==> src/rtl/universal_shift_reg.sv <==
// universal_shift_reg: WIDTH-bit hold/shift/rotate/load register with multi-step shifts under valid/ready.
// Optional USR_ZERO_FLAG_EN adds a combinational zero output.
module universal_shift_reg #(
   parameter int WIDTH = 8,
   parameter int CNT_W = 4
) (
   input  logic             clk,
   input  logic             rst_n,
   input  logic             op_valid,
   output logic             op_ready,
   input  logic [2:0]       mode,
   input  logic [CNT_W-1:0] shamt,
   input  logic [WIDTH-1:0] d,
   input  logic             ssr,
   input  logic             ssl,
   output logic [WIDTH-1:0] q,
   output logic             sout,
   output logic             busy,
`ifdef USR_ZERO_FLAG_EN
   output logic             zero,
`endif
   output logic             done
);
   typedef enum logic [1:0] {IDLE, RUN, DONE} state_t;
   state_t           state;
   logic [2:0]       mode_r;
   logic [CNT_W-1:0] cnt;
   logic [WIDTH-1:0] q_nx;
   logic             sout_nx;
   logic             is_shift;
   assign op_ready = state == IDLE;
   assign busy     = state != IDLE;
   assign done     = state == DONE;
   assign is_shift = mode inside {3'b001, 3'b010, 3'b100, 3'b101, 3'b110};
`ifdef USR_ZERO_FLAG_EN
   assign zero = q == '0;
`endif
   // one step of the latched mode; serial inputs are taken live
   always_comb begin
      q_nx    = q;
      sout_nx = sout;
      case (mode_r)
         3'b001: begin q_nx = {ssr, q[WIDTH-1:1]};      sout_nx = q[0];       end
         3'b010: begin q_nx = {q[WIDTH-2:0], ssl};      sout_nx = q[WIDTH-1]; end
         3'b100: begin q_nx = {q[0], q[WIDTH-1:1]};     sout_nx = q[0];       end
         3'b101: begin q_nx = {q[WIDTH-2:0], q[WIDTH-1]}; sout_nx = q[WIDTH-1]; end
         3'b110: begin q_nx = {q[WIDTH-1], q[WIDTH-1:1]}; sout_nx = q[0];     end
         default: ;
      endcase
   end
   always_ff @(posedge clk or negedge rst_n) begin
      if (!rst_n) begin
         state  <= IDLE;
         q      <= '0;
         sout   <= 1'b0;
         mode_r <= '0;
         cnt    <= '0;
      end else begin
         case (state)
            IDLE: if (op_valid) begin
               mode_r <= mode;
               cnt    <= shamt;
               if (mode == 3'b011) q <= d;
               state  <= (is_shift && shamt != '0) ? RUN : DONE;
            end
            RUN: begin
               q     <= q_nx;
               sout  <= sout_nx;
               cnt   <= cnt - CNT_W'(1);
               if (cnt == CNT_W'(1)) state <= DONE;
            end
            DONE:    state <= IDLE;
            default: state <= IDLE;
         endcase
      end
   end
endmodule
==> config.mk <==
export PLATFORM = sky130hd
export DESIGN_NAME = universal_shift_reg
export DESIGN_NICKNAME = d
export VERILOG_FILES = /design/src/rtl/universal_shift_reg.sv
export SDC_FILE = /design/constraint.sdc
export NUM_CORES = 1
export LEC_CHECK = 0
export ABC_AREA = 1
export CORE_UTILIZATION = 50
export DETAILED_ROUTE_END_ITERATION = 16
export GPL_ROUTABILITY_DRIVEN = 0
export GPL_TIMING_DRIVEN = 1
export HOLD_SLACK_MARGIN = 0.06
export PLACE_DENSITY = 0.85
export SYNTH_ARGS = -nofsm -noshare
export SYNTH_HDL_FRONTEND = slang
export SYNTH_SLANG_ARGS = --single-unit
==> constraint.sdc <==
create_clock -name clk -period 2.6 [get_ports clk]
set_input_delay 0.52 -clock clk [delete_from_list [all_inputs] [get_ports clk]]
set_output_delay 0.52 -clock clk [all_outputs]
set_load 0.005 [all_outputs]
==> summary.md <==
| Metric | Value |
|---|---|
| Post-Synthesis Cells | between 150 and 200 |
| Most frequent cell after synthesis | nand2_1 |
| Max Transition Viols Final | 0 |
| Post-synth top area cell | dfrtp_1 |
| R2r startpoint | state[1]$_DFFE_PN0P_ |
| Clock Tree Buf Depth | 2 |
| Vias in the first global route | 1186 |
| Run status | completed |
| Routed vias/inst | about 5.2 |
| Dominant cells by area after synthesis | dfrtp_1, nand2_1, nor2_1 |
| Proportion of power drawn by combinational gates | 59.4% |
| Post-CTS Setup Bufs | 0 |
| First drt pass iteration count | 4 |
| # DRC | 0 |
| Die W | 50.5 um |
| Clk_skew | 0.00301 ns |
| Clk sinks | 18 |
| Static Leak | 0.733 nW |
| CP endpoint | op_ready |
| CTS root buf | clkbuf_4 |
| DP HPWL | 2.07 mm |
| Die area | 2550 um2 |
| Largest family of logic cells by synthesized area | simple AND/OR/NAND/NOR gates |
| Final Hold Vio Count | 0 |
| Critical path arrival | 1.47 ns |
| Port Buffer Count | 31 |
| Via count | 1212 |
| Tmin final | 1.99 ns |
| Share of power burned in registers | roughly a third |
| Sw Pwr | 0.000797 W |
| Area of the multi-input gates | 634 um2 |
| Synth Area in Adders | about 2.1% |
| Nets | 228 |
| Fillers | between 200 and 250 |
| Seq/Total Area, Yosys | between 30% and 40% |
| Initial core utilization | 53.1% |
| Pin count of the biggest net entering global routing | 22 |
| Worst rel slew slack | 67.8% |
| I/O pins | 32 |
| Crit path required time | between 2 and 2.5 ns |
| CORE AREA | 2210 um2 |
| Switching portion of total power | 46.4% |
| H-tree depth | 1 |
| First-pass GRT wire length | 4.67 mm |
| Post-cts repair resize count | 0 |
| Finished Core Util | 68.7% |
| Post-synthesis simple-gate area fraction | 42.7% |
| Ratio of cells with drive above 1 in the final layout | 5.88% |
| Worst R2R Setup Slack | 0.74 ns |
| Iter 0 DRT Violations | 15 |
| Flops & latches, synth | 18 |
| Yosys warning total | 0 |
| Async SR Flop Fraction | 100% |
| DRT antenna net count | 0 |
| Worst setup path category | register to output pin |
| Final period util | 76.4% |
| Worst min-delay path category | register to register |
| Setup repair after global routing missed its margin | false |
| Worst-margin pin slew | about 0.48 ns |
| Hold Buf Count CTS | 0 |
| Crit Path Max Fanout | 7 |
| FF-to-FF End | q[3]$_DFFE_PN0P_ |
| Worst r2r path cells | 8 |
| GRT overflow | 0 |
| Synth unique cells | 25 |
| GR Util All Layers | 23.8% |
| Worst Setup SP | state[1]$_DFFE_PN0P_ |
| Routed WL | 2.64 mm |
| Setup TNS | 0 ns |
| Syn Area/Cell | 6.83 um2 |
| Die H | ~50 um |
| Antenna diode instance count | 0 |
| Post-synth top cells | nand2_1, nor2_1, nand3_1 |
| Fin area | 1520 um2 |
| Worst skew pair latency | ~0.29 ns |
| FMAX | 504 MHz |
| Initial antenna violation count | 0 |
| Worst hold slack | 0.540 ns |
| Wire per inst | around 11 um |
| CP Capture Type | output pin |
| CTS Buf Count | 3 |
| # rows | 17 |
| Post-Synth XOR/XNOR Area | 0% |
| Worst Setup Start Kind | register |
| Synthesized area | 1170 um2 |
| Area Growth Syn to Fin | 29.4% |
| Synth Area in Compound Gates | 9.16% |
| Syn nets | 194 |
| Max Cap Viol | 0 |
| Clk pwr share | about 8% |
| Pwr Density | around 1100 nW/um2 |
| EDFF count, synth | 0 |
| TritonCTS clock tree | built |
| Sequential Area | 450 um2 |
| CTS clock-pin slew for the worst setup and hold paths | around 0.090 ns |
| Placement Cell Area | 1500 um2 |
| Final setup fails | 0 |
| Share of the synthesized area in the top cell type | 38.3% |
| Multiplexer share of the synthesized area | 0% |
| Synth Flop Type | dfrtp_1 |
| Int Power | 0.000920 W |
| VDD IR max | 593 uV |
## power groups by stage
stage               Clock [W]  Sequential [W]  Combinational [W]
CTS                  0.000141        0.000562            0.00103
finish               0.000135        0.000562            0.00102
detailed placement          0        0.000566            0.00102
floorplan                   0        0.000544           0.000708
global route         0.000149        0.000583            0.00116
global placement            0        0.000562           0.000990
## cell families (layout without fill, tap and decap cells)
| kind of cell | Yosys count | in the layout |
|---|---|---|
| flops | 18 | 18 |
| buf+inv | 19 | 51 |
| simple gates | 115 | 115 |
| compound gates | 18 | 18 |
| fa+ha+maj | 2 | 2 |
## worst min path at each step
stage	start	to	slack (ns)	cells past startpoint
4_1_cts	rst_n	q[2]$_DFFE_PN0P_	0.54	2
3_5_place_dp	cnt[3]$_DFFE_PN0P_	cnt[3]$_DFFE_PN0P_	0.52	2
6_report	cnt[3]$_DFFE_PN0P_	cnt[3]$_DFFE_PN0P_	0.54	2
5_1_grt	rst_n	q[1]$_DFFE_PN0P_	0.58	2
2_1_floorplan	rst_n	cnt[0]$_DFFE_PN0P_	0.22	0
3_3_place_gp	cnt[3]$_DFFE_PN0P_	cnt[3]$_DFFE_PN0P_	0.51	2
## routing by layer
layer | wire length [um] | vias to the layer above | track usage [%]
li1 | - | 614 | -
met1 | 1130 | 552 | 27.3
met2 | 1340 | 42 | 44.7
met3 | 144 | 4 | 3.33
met4 | 31 | 0 | 7.87
met5 | 0 | - | 0
## sequential cells by signal, indices dropped and copies added, names as in the netlist
register and cells:
q 8, state 2, mode_r 3, cnt 4, sout 1
## layout make-up
type	count	area share, %
Clock buffer	3	1.48
Sequential cell	18	29.6
Timing Repair Buffer	32	20.9
Tap cell	28	2.30
Multi-Input combinational cell	135	41.7
Inverter	16	3.95
## through the flow
stage	cells	worst slack, ns	power, W
finish	232	0.614	0.00172
global placement	229	0.672	0.00155
detailed placement	229	0.610	0.00159
floorplan	172	1.26	0.00125
global route	232	0.535	0.00190
CTS	232	0.606	0.00173
## critical path, cell delays in order (launching register included)
cell	delay [ns]
dfrtp_1	0.45
nor2_4	0.20
clkdlybuf4s50_1	0.53
## layout by cell type, fill, tap and decap left out
master	synthesis	routed
a211oi_1	1	1
a21o_1	1	1
a21oi_1	3	3
a31oi_1	2	2
buf_4	1	1
clkbuf_4	0	3
clkdlybuf4s50_1	0	31
dfrtp_1	18	18
ha_1	2	2
inv_1	15	15
inv_2	1	1
nand2_1	56	56
nand2_2	1	1
nand2_4	1	1
nand3_1	20	20
nand4_1	1	1
nor2_1	28	28
nor2_4	3	3
nor3_1	2	2
o211ai_1	1	1
o21ai_0	8	8
o21ai_2	1	1
o221ai_1	1	1
or2_0	1	1
or2_1	1	1
or2_2	1	1
No activity file was read; power rests on OpenSTA's default activity.
